File: src/rtl/relay_rx_deframer.sv
// Relay-link receive deframer: majority-filters the raw line, locks bit timing to line edges,
// hunts for the sync preamble and delivers each payload byte through a valid/ack register.
module relay_rx_deframer #(
    parameter int unsigned BIT_PERIOD   = 16,
    parameter logic [3:0]  SYNC_PATTERN = 4'hA
) (
    input  logic       ck_1356meg,
    input  logic       nreset,
    input  logic       enable,
    input  logic       data_in,
    input  logic       byte_ack,
    input  logic       ovr_clr,
    output logic [7:0] byte_out,
    output logic       byte_valid,
    output logic       overrun,
    output logic       frame_active,
    output logic [7:0] frame_cnt
);

    localparam int unsigned PW = $clog2(BIT_PERIOD);
    localparam logic [PW-1:0] STROBE_PHASE = PW'(BIT_PERIOD / 2 - 1);

    typedef enum logic [1:0] {StIdle, StHunt, StPayload} state_t;

    state_t        r_state, w_state_nxt;
    logic [7:0]    r_win, w_win_nxt;
    logic          r_filt, r_filt_d;
    logic [PW-1:0] r_phase, w_phase_nxt;
    logic [3:0]    r_sync, w_sync_nxt, w_sync_shift;
    logic [2:0]    r_bitcnt, w_bitcnt_nxt;
    logic [7:0]    r_shift, w_shift_nxt;
    logic [7:0]    r_byte_out, w_byte_out_nxt;
    logic          r_byte_valid, w_byte_valid_nxt;
    logic          r_overrun, w_overrun_nxt;
    logic [7:0]    r_frame_cnt, w_frame_cnt_nxt;
    logic [3:0]    w_ones;
    logic          w_edge, w_strobe, w_done, w_load;

    always_comb begin
        w_ones = '0;
        for (int i = 0; i < 8; i++) begin
            w_ones = w_ones + 4'(r_win[i]);
        end
    end

    assign w_edge       = r_filt ^ r_filt_d;
    assign w_strobe     = (r_phase == STROBE_PHASE);
    assign w_sync_shift = {r_sync[2:0], r_filt};
    assign w_win_nxt    = enable ? {r_win[6:0], data_in} : 8'h00;

    // Every line edge re-centres the strobe; with no edge the phase free-runs.
    always_comb begin
        w_phase_nxt = r_phase + PW'(1);
        if (!enable || w_edge) begin
            w_phase_nxt = '0;
        end
    end

    always_comb begin
        w_state_nxt  = r_state;
        w_sync_nxt   = r_sync;
        w_bitcnt_nxt = r_bitcnt;
        w_shift_nxt  = r_shift;
        w_done       = 1'b0;
        if (!enable) begin
            w_state_nxt  = StIdle;
            w_sync_nxt   = '0;
            w_bitcnt_nxt = '0;
            w_shift_nxt  = '0;
        end else begin
            unique case (r_state)
                StIdle: w_state_nxt = StHunt;
                StHunt: begin
                    if (w_strobe) begin
                        if (w_sync_shift == SYNC_PATTERN) begin
                            w_state_nxt  = StPayload;
                            w_sync_nxt   = '0;
                            w_bitcnt_nxt = '0;
                        end else begin
                            w_sync_nxt = w_sync_shift;
                        end
                    end
                end
                StPayload: begin
                    if (w_strobe) begin
                        // Sync keeps shifting so a payload tail can seed the next preamble.
                        w_sync_nxt   = w_sync_shift;
                        w_shift_nxt  = {r_shift[6:0], r_filt};
                        w_bitcnt_nxt = r_bitcnt + 3'd1;
                        if (r_bitcnt == 3'd7) begin
                            w_done      = 1'b1;
                            w_state_nxt = StHunt;
                        end
                    end
                end
                default: w_state_nxt = StIdle;
            endcase
        end
    end

    assign w_load = w_done && (!r_byte_valid || byte_ack);

    always_comb begin
        w_byte_out_nxt   = r_byte_out;
        w_byte_valid_nxt = r_byte_valid;
        w_frame_cnt_nxt  = r_frame_cnt;
        w_overrun_nxt    = r_overrun;
        if (w_load) begin
            w_byte_out_nxt   = w_shift_nxt;
            w_byte_valid_nxt = 1'b1;
            w_frame_cnt_nxt  = r_frame_cnt + 8'd1;
        end else if (byte_ack && r_byte_valid) begin
            w_byte_valid_nxt = 1'b0;
        end
        if (w_done && !w_load) begin
            w_overrun_nxt = 1'b1;
        end else if (ovr_clr) begin
            w_overrun_nxt = 1'b0;
        end
    end

    always_ff @(posedge ck_1356meg or negedge nreset) begin
        if (!nreset) begin
            r_state <= StHunt;
        end else begin
            r_state <= w_state_nxt;
        end
    end

    always_ff @(posedge ck_1356meg or negedge nreset) begin
        if (!nreset) begin
            r_win        <= '0;
            r_filt       <= 1'b0;
            r_filt_d     <= 1'b0;
            r_phase      <= '0;
            r_sync       <= '0;
            r_bitcnt     <= '0;
            r_shift      <= '0;
            r_byte_out   <= '0;
            r_byte_valid <= 1'b0;
            r_overrun    <= 1'b0;
            r_frame_cnt  <= '0;
        end else begin
            r_win        <= w_win_nxt;
            r_filt       <= (w_ones >= 4'd4);
            r_filt_d     <= r_filt;
            r_phase      <= w_phase_nxt;
            r_sync       <= w_sync_nxt;
            r_bitcnt     <= w_bitcnt_nxt;
            r_shift      <= w_shift_nxt;
            r_byte_out   <= w_byte_out_nxt;
            r_byte_valid <= w_byte_valid_nxt;
            r_overrun    <= w_overrun_nxt;
            r_frame_cnt  <= w_frame_cnt_nxt;
        end
    end

    assign byte_out     = r_byte_out;
    assign byte_valid   = r_byte_valid;
    assign overrun      = r_overrun;
    assign frame_active = (r_state == StPayload);
    assign frame_cnt    = r_frame_cnt;

endmodule

File: config.mk
export PLATFORM = sky130hd
export DESIGN_NAME = relay_rx_deframer
export DESIGN_NICKNAME = d
export VERILOG_FILES = /design/src/rtl/relay_rx_deframer.sv
export SDC_FILE = /design/constraint.sdc
export NUM_CORES = 1
export LEC_CHECK = 0
export ABC_AREA = 0
export CORE_UTILIZATION = 54
export CTS_CLUSTER_DIAMETER = 200
export CTS_CLUSTER_SIZE = 10
export DETAILED_ROUTE_END_ITERATION = 6
export PLACE_DENSITY = 0.86
export SLEW_MARGIN = 25
export SYNTH_ARGS = -nofsm -noshare
export SYNTH_HDL_FRONTEND = slang
export SYNTH_SLANG_ARGS = --single-unit
File: constraint.sdc
create_clock -name ck_1356meg -period 2.7 [get_ports ck_1356meg]
set_input_delay 0.27 -clock ck_1356meg [delete_from_list [all_inputs] [get_ports ck_1356meg]]
set_output_delay 0.27 -clock ck_1356meg [all_outputs]
set_load 0.01 [all_outputs]
After elaboration in Yosys (flattened, before gate mapping) --
Index checks and enable logic that the tools add are counted.
Cells by class: $add $sub $neg 10, $lt $le $gt $ge 1, equal/unequal tests 10, muxes and demuxes 29, bitwise gates (word level) 1, reduce and logical (&&, ||, !) cells 14
Operators with widths (count):
- 8-bit two-way mux | 4
- 3-bit two-way mux | 8
- 4-bit by 1-bit adder with 4-bit output | 4
- 3-bit case mux with 2 select lines | 2
- 2-bit two-way mux | 5
- 8-bit by 1-bit adder with 8-bit output (second input constant) | 1
- 1-bit two-way mux | 8
- 4-bit AND reduction | 2
- 3-bit by 2-bit inequality test with 1-bit output (second input constant) | 2
- 3-bit inequality test (second input constant) | 2
- 2-bit case mux with 3 select lines | 1
- 3-bit by 1-bit adder with 4-bit output | 1
- 4-bit by 1-bit adder with 4-bit output (second input constant) | 1
- 4-bit by 3-bit equality test with 1-bit output (second input constant) | 1
- 4-bit equality test (second input constant) | 1
- 4-bit by 3-bit >= comparator with 1-bit output (second input constant) | 1
- 4-bit two-way mux | 1
- 2-bit nonzero test | 2
- 2-bit by 1-bit adder with 3-bit output | 1
- 3-bit by 1-bit adder with 3-bit output (second input constant) | 1
- 3-bit equality test (second input constant) | 1
- 1-bit logical AND | 3
- 1-bit zero test | 3
- 3-bit by 1-bit inequality test with 1-bit output (second input constant) | 1
- other kinds (7) | 8
Word-level totals: bits in registers 48, input port bits 6, logic and storage cells 77

Logic depth before layout (Yosys ltp) --
depth in word-level cells 9, gate-level depth with buffers 8, mapped depth without buffers 8

Worst setup path after synthesis --
No wires, ideal clock.
path kind reg-to-reg, start register r_win[0], end register r_filt, library setup time 126 ps, data arrival time 2048 ps, setup slack 526 ps, cell stages (with the launch flop) 9, clock period less this slack 2174 ps, cells stage by stage dfrtp_1 -> inv_1 -> fa_1 -> fa_1 -> fa_1 -> inv_1 -> ha_1 -> nand2_1 -> o21ai_0
On the way: cells in the longest elaborated chain, start to end 8
Ends and longest elaborated chain:
- from (decl) | line 26 | logic [7:0] r_win, w_win_nxt;
- from (signal assigned) | line 144 | r_win <= w_win_nxt;
- 1-bit by 1-bit adder with 2-bit output | line 42 | w_ones = w_ones + 4'(r_win[i]);
- 2-bit by 1-bit adder with 3-bit output | line 42
- 3-bit by 1-bit adder with 4-bit output | line 42
- 4-bit by 1-bit adder with 4-bit output (4 in a row) | line 42
- 4-bit by 3-bit >= comparator with 1-bit output | line 145 | r_filt <= (w_ones >= 4'd4);
- to (signal assigned) | line 145
- to (decl) | line 27 | logic r_filt, r_filt_d;
No other way between the ends. A chain may end at the register's enable or synchronous reset.

Worst setup path in the final report --
Same ends and word-level chain as after synthesis.

==> flow_summary.ini <==
[job]
drv_cap = 0

[pwr]
total_leakage_power_uw = 0.00118
powerDensity_nw_per_um2 = 522
peakVddDrop_v = 0.000378

[sta]
rsz0062_at_grt = no
setup_tns_ps = 0
setup_slack_ps = 438
max-slew-margin-rel_pct = 58.5
period_needed_ps = 2260
fmax_mhz = 442
period_share_pct = 83.8
tightest_slew_ps = 620
finalSetupViolations = 0
finClkSkew_ps = 12.9
hold_slack_ps = -45.9
hold_viol = 46
drv_slew = 0

[grt]
grt_util_all_layers_pct = 20.5
grt_first_pass_wirelength_um = 6280
grt_max_degree = 48
grt_pass1_vias = 1352
antenna_found_initial = 0
grt.overflow.total = 0

[logic_synthesis]
synth-edff-count = 0
synth-seq-cells = 47
ys_async_sr_fraction_pct = 100
synth_xor_area_share_pct = 4.22
ys_types = 35
synth_compound_area_share_pct = 6.52
synth_mux_area_share_pct = 5.85
netlist_instances = 184
synth_area_um2 = 2070
synth_fa_ha_area_share_pct = 6.52
synth_nets = 199
synthSimpleGateAreaFrac_pct = 16.6
synth.avg_cell_area_um2 = 11.3
yosysWarnings = 0
ys.flop_type = dfrtp_1
yosysSeqAreaShare_pct = 56.8
synth_top_family_by_area = simple AND/OR/NAND/NOR gates

[floorplan]
die_area_um2 = 4090
start_util_pct = 56.6
core-area_um2 = 3660
die_w_um = 64.0
io_pins = 25
die_h_um = 64.0
fp-row-count = 22

[clock_network]
htreeDepth = 2
cts_buffer_depth = 2
cts_buffers = 5
postCtsSetupRepairBufs = 0
path_clk_slew_ps = 90
post_cts_resized = 0
clock-sinks = 47
postCtsHoldBufs = 0
clock_latency_ps = 310
cts_root_buf = clkbuf_8
cts_tree = built

[detailed_routing]
route.vias.total = 1389
routed_wl_um = 3600
drtIter0Drc = 47
wire_per_inst_um = 13.8
drc = 0
firstDrtPassIters = 4
viasPerCell = 5.30
ant_nets = 0

[place]
place_ws_ps = 478
gp_congestion = 0.881
dp_hpwl_um = 2390
port_buffers = 24

[layout]
multi_input_area_um2 = 823
register_area_um2 = 1180
nFillCells = 271
nets = 228
drive_above_1_share_pct = 11.7
antenna_cells = 0
area_growth_pct = 19.5

[worst_setup_path]
r2r-start = r_win[0]
worstSetupPathType = reg2reg
crit_arrival_ps = 2450
endpoint = r_filt
cp.required_ps = 2880
start_kind = flop
worstReg2RegEnd = r_filt
reg2reg_slack_ps = 440
reg2regPathDepth = 8
cp_max_fo = 2
cp-end-kind = flop
crit_start = r_win[0]

[hold_path]
worstHoldPathType = in2async

[run_status]
violations = negative hold slack
status = complete, but fails checks
==> worst max-delay path, stage by stage, from the launching register on <==
cell     delay [ps]
dfrtp_1         330
inv_1            60
fa_1            550
fa_1            430
fa_1            370
inv_1            60
ha_1            210
nand2_1          60
o21ai_0          80
==> cells in the final DEF, fill, tap and decap left out <==
master / instances
o21a_1: 1
clkbuf_8: 5
nand4_1: 3
inv_6: 1
inv_2: 1
ha_1: 6
fa_1: 3
dfrtp_1: 46
buf_4: 3
nand2_1: 27
nand3_1: 1
mux2i_1: 2
dfstp_2: 1
o22ai_1: 1
nand2b_1: 3
a21oi_1: 15
inv_1: 12
clkinvlp_4: 1
bufinv_16: 1
o21ai_0: 6
clkdlybuf4s50_1: 23
and2b_1: 1
nand2b_4: 1
and3b_1: 1
mux2_2: 9
a32oi_1: 1
and2_1: 2
nand4b_4: 1
nor3_1: 2
nand3b_1: 1
xor2_1: 4
xnor2_1: 6
a22oi_1: 1
nor4bb_1: 1
nor4b_4: 1
or3_1: 1
nor2_1: 17
and3_1: 2
==> how the worst min path moves through the flow <==
stage,endpoint,cells past startpoint,slack [ps],startpoint
5_1_grt,r_win[5],1,5,nreset
6_report,r_win[5],1,-50,nreset
3_5_place_dp,r_phase[0],1,460,r_phase[0]
2_1_floorplan,byte_out[0],0,-30,nreset
4_1_cts,r_win[4],1,170,nreset
3_3_place_gp,r_phase[0],1,450,r_phase[0]
==> through the flow <==
| stage | instance area (µm²) | utilization [%] | cells | total power [µW] |
|---|---|---|---|---|
| 2_1_floorplan | 2070 | - | 184 | 754 |
| 3_3_place_gp | 2360 | 64.5 | 254 | 782 |
| 3_5_place_dp | 2360 | 64.5 | 254 | 783 |
| 4_1_cts | 2470 | 67.6 | 262 | 1310 |
| 5_1_grt | 2480 | 67.7 | 262 | 1340 |
| 6_report | 2480 | 67.7 | 262 | 1290 |
==> layout make-up <==
| class | count | area share (%) |
|---|---|---|
| repair buffers | 26 | 10.2 |
| flip-flops and latches | 47 | 47.5 |
| well taps | 48 | 2.42 |
| multi-input cells | 120 | 33.2 |
| clock buffers | 5 | 2.78 |
| clock inverters | 3 | 1.87 |
| inverters | 13 | 1.97 |
==> synthesized netlist by cell type, types with 2 or more instances <==
| master | n | area (µm²) |
|---|---|---|
| a21oi_1 | 15 | 75.1 |
| ha_1 | 6 | 75.1 |
| inv_1 | 12 | 45.0 |
| nand2_1 | 27 | 101 |
| and2_1 | 2 | 12.5 |
| dfrtp_1 | 46 | 1150 |
| nand4_1 | 3 | 18.8 |
| o21ai_0 | 6 | 30.0 |
| xor2_1 | 4 | 35.0 |
| mux2_2 | 9 | 101 |
| clkbuf_1 | 2 | 7.51 |
| nand2b_1 | 3 | 18.8 |
| fa_1 | 3 | 60.1 |
| nor2_1 | 17 | 63.8 |
| xnor2_1 | 6 | 52.6 |
| mux2i_1 | 2 | 20.0 |
| and3_1 | 2 | 12.5 |
| nor3_1 | 2 | 10.0 |
==> power breakdown <==
part | switching, µW | internal [µW] | total (µW)
sequential | 6.65 | 712 | 718
clock | 246 | 279 | 525
combinational | 31.6 | 18.9 | 50.5
total | 284 | 1010 | 1290
==> cell families (layout without fill, tap and decap cells) <==
group,after synthesis,count (layout)
AND/OR/NAND/NOR,65,65
flip-flops,47,47
AO/OA/AOI/OAI,25,25
buffers and inverters,17,47
multiplexers,11,11
XOR/XNOR,10,10
adder cells (fa/ha/maj),9,9
==> per-layer routing <==
metal | GRT usage [%] | wire length (µm) | share of wire (%)
met5 | 0 | 0 | 0
met4 | 7.67 | 69 | 1.9
met3 | 4.29 | 148 | 4.1
met2 | 33.8 | 1760 | 49
met1 | 26.6 | 1630 | 45
==> sequential cells by signal (all words and copies together), names as in the netlist <==
register and flops:
r_win 8, r_phase 4, byte_out 8, r_state 2, r_bitcnt 3, r_shift 7
r_filt 1, overrun 1, r_sync 3, byte_valid 1, r_filt_d 1, frame_cnt 8
No activity file was read; power rests on OpenSTA's default activity.
